**src/rtl/updown_count_checker_sat_counter.sv**
```systemverilog
// Saturating incrementer with synchronous clear, used as the error counter.
//   clk, rst_n : clock and asynchronous active-low reset
//   clr        : synchronous clear, wins over inc
//   inc        : add one unless already at all-ones
//   cnt        : current count
module sat_counter #(
    parameter int W = 8
) (
    input  logic         clk,
    input  logic         rst_n,
    input  logic         clr,
    input  logic         inc,
    output logic [W-1:0] cnt
);
    always_ff @(posedge clk or negedge rst_n) begin
        if (!rst_n) begin
            cnt <= '0;
        end else if (clr) begin
            cnt <= '0;
        end else if (inc && (cnt != '1)) begin
            cnt <= cnt + W'(1);
        end
    end
endmodule

```
**config.mk**
```make
export PLATFORM = sky130hd
export DESIGN_NAME = sat_counter
export DESIGN_NICKNAME = d
export VERILOG_FILES = /design/src/rtl/updown_count_checker_sat_counter.sv
export SDC_FILE = /design/constraint.sdc
export NUM_CORES = 1
export LEC_CHECK = 0
export CAP_MARGIN = 0
export CORE_AREA = 8 8 45 47
export DETAILED_ROUTE_END_ITERATION = 12
export DIE_AREA = 0 0 53 55
export PLACE_DENSITY_LB_ADDON = 0.05
export SLEW_MARGIN = 0
export SYNTH_ARGS = -nofsm -noshare
export SYNTH_HDL_FRONTEND = slang
export SYNTH_SLANG_ARGS = --single-unit
```
**constraint.sdc**
```tcl
create_clock -name clk -period 2.18 [get_ports clk]
set_input_delay 0.436 -clock clk [delete_from_list [all_inputs] [get_ports clk]]
set_output_delay 0.436 -clock clk [all_outputs]
set_load 0.02 [all_outputs]
```
==> impl_results.md <==
- Sequential share of the synthesized area: ~43%
- Worst VDD drop: about 0.22 mV
- IO Count: 12
- Pin count of the biggest net entering global routing: 12
- CP required: around 1700 ps
- Clock Tree Buf Depth: 2
- Setup Crit Path Kind: flop to output pin
- Slew HR: between 70% and 80%
- Die X: between 50 and 60 um
- Netlist Area Pre-Place: between 400 and 500 sq um
- CP Buf/Inv Count: 1
- Slowest CP cell: clkdlybuf4s50_1
- Final ANT Viol Nets: 0
- Vias per cell: ~5.4
- Register Area: between 200 and 250 sq um
- Multi-input logic area: 248 sq um
- Cell count after synthesis: between 40 and 50
- Post-Syn Nets: 54
- Final Skew: roughly 1.2 ps
- R2R Setup Slk: approximately 440 ps
- Crit path cell chain: clkdlybuf4s50_1
- H-tree levels: 1
- Fmax: around 0.56 GHz
- DIE HEIGHT: approximately 55 um
- Max-cap violations: 0
- Clock sinks: 8
- Library cells used by synthesis: 28
- CP Launch Type: flop
- Starting DRC count in detailed routing: 5
- Max Slew Vio Count: 0
- RSZ-0062 raised after global routing: false
- CTS tree: built
- Vias in the first global route: 427
- Final period util: about 82%
- Worst hold path type: input port to async pin
- Layout cells sized above 1: 11.5%
- Iteration count of the initial detailed-routing pass: 2
- LEAKAGE: 0.000238 uW
- Tot Pwr: approximately 310 uW
- Core ar.: 1380 sq um
- Die area: roughly 3000 sq um
- Yosys reg bits: 8
- Aggregate global-route resource usage: under 10%
- Fin cells: between 70 and 80
- Layout net count: 68
- Remaining routing DRC violations: 0
- CTS clk-pin slew, worst paths: about 60 ps
- Setup bufs post-CTS: 0
- Area growth syn-to-layout: 31.0%
- YS warnings: 0
- Fill count: roughly 150
- CTS root buffer: clkbuf_4
- Post-layout minimum cycle time: 1790 ps
- Post-DP Area: 586 sq um
- Top Registers: cnt: 8 flops
- Final setup fails: 0
- Overflow after GRT: 0
- Detail Placement HPWL: ~800 um
- # diodes: 0
- CTS Buf Count: 3
- Status: finished clean
- Routability cong.: about 0.8
- Site row count: 14
- Placed Cells: 74
- Worst path max stage delay: approximately 640 ps
- CP top delay family: buffers and inverters
- Total negative slack: 0 ps
- Clk_lat worst skew: between 200 and 300 ps
- Starting Density: about a third
- Fin. Hold Viols: 0
- Post-CTS resize count: 0
- Final wirelength: around 1.1 mm
- CP endpoint kind: output pin
- Most frequent cells in the layout: 11 x clkdlybuf4s50_1, 8 x dfrtp_1, 4 x nor3_1
- Cts hold-fix bufs: 0
- Wire length per cell: roughly 14 um
- Port buffer count: 11
- Max FO, Critical Path: 7
- Global-route wire length before repair: about 1.8 mm
- Max reg flops: 8
- Most flop-heavy register: cnt
- Via count: 414
- Pwr dens: 512 nW/um^2
- Layout Cell Area excl Fill: slightly above 600 sq um
- WP data arrival: 1350 ps
- Initial antenna violation count: 0
- Worst-margin pin slew: ~360 ps
- Post-Syn Area per Cell: roughly 9.5 sq um
- Commonest non-fill, non-tap cell in the layout: clkdlybuf4s50_1
## report_power, final
group	total (uW)	switching, uW	internal, uW
Sequential	158	5.65	152
Combinational	37.1	19.3	17.9
Clock	117	53.4	63.2
## synthesized netlist by cell type, drive strengths merged
| cell type | count | area [sq um] |
|---|---|---|
| nor2 | 2 | 7.51 |
| nand3 | 3 | 20.0 |
| a211oi | 1 | 7.51 |
| a31oi | 1 | 6.26 |
| clkbuf | 1 | 3.75 |
| or3 | 1 | 6.26 |
| a21boi | 1 | 7.51 |
| nor3b | 1 | 7.51 |
| a41oi | 1 | 8.76 |
| nor3 | 4 | 20.0 |
| a2111oi | 1 | 8.76 |
| a21oi | 3 | 15.0 |
| o21ai | 1 | 5.00 |
| and3 | 1 | 6.26 |
| mux2 | 2 | 22.5 |
| nand4 | 1 | 6.26 |
| nor4 | 1 | 6.26 |
| and4 | 2 | 18.8 |
| nor2b | 3 | 18.8 |
| mux2i | 1 | 10.0 |
| nand2b | 3 | 18.8 |
| inv | 2 | 7.51 |
| buf | 1 | 5.00 |
| dfrtp | 8 | 200 |
| nand2 | 2 | 7.51 |
| ha | 1 | 12.5 |
## layer usage
metal / vias up / wire [um] / track usage (%)
met5: - / 0 / 0
li1: 204 / - / -
met2: 10 / 483 / 11.7
met1: 196 / 503 / 10.4
met4: 0 / 24 / 7.76
met3: 4 / 69 / 2.94
## cell type report
cell class | instances | area share [%]
repair buffers | 11 | 18.1
well taps | 16 | 3.29
inverters | 2 | 1.23
multi-input cells | 37 | 40.7
clock buffers | 3 | 3.70
flip-flops and latches | 8 | 32.9
## cell families (layout without fill, tap and decap cells)
| logic type | Yosys count | after routing | share of synthesized area, % |
|---|---|---|---|
| adders and majority gates | 1 | 1 | 2.69 |
| muxes | 3 | 3 | 7.01 |
| and+or+nand+nor | 24 | 24 | 31.0 |
| DFF | 8 | 8 | 43.1 |
| AOI/OAI and AO/OA | 9 | 9 | 12.7 |
| buffers and inverters | 4 | 16 | 3.50 |
## per-stage QoR
stage	hold slack, ps	setup WS, ps	utilization (%)
2_1_floorplan	140	489	-
3_3_place_gp	565	310	42.3
3_5_place_dp	574	289	42.3
4_1_cts	469	375	43.9
5_1_grt	477	317	43.9
6_report	463	394	43.9
## worst paths after layout
path / cells past startpoint / from / endpoint
worst max-delay path: 1 / cnt[2]$_DFFE_PN0P_ / cnt[2]
worst min-delay path: 1 / rst_n / cnt[6]$_DFFE_PN0P_
worst max register to register: 4 / cnt[0]$_DFFE_PN0P_ / cnt[0]$_DFFE_PN0P_
worst min register to register: 2 / cnt[7]$_DFFE_PN0P_ / cnt[7]$_DFFE_PN0P_
max in group asynchronous: 1 / rst_n / cnt[0]$_DFFE_PN0P_
min in group clk: 2 / cnt[7]$_DFFE_PN0P_ / cnt[7]$_DFFE_PN0P_
Power figures use the tool's default switching activity.
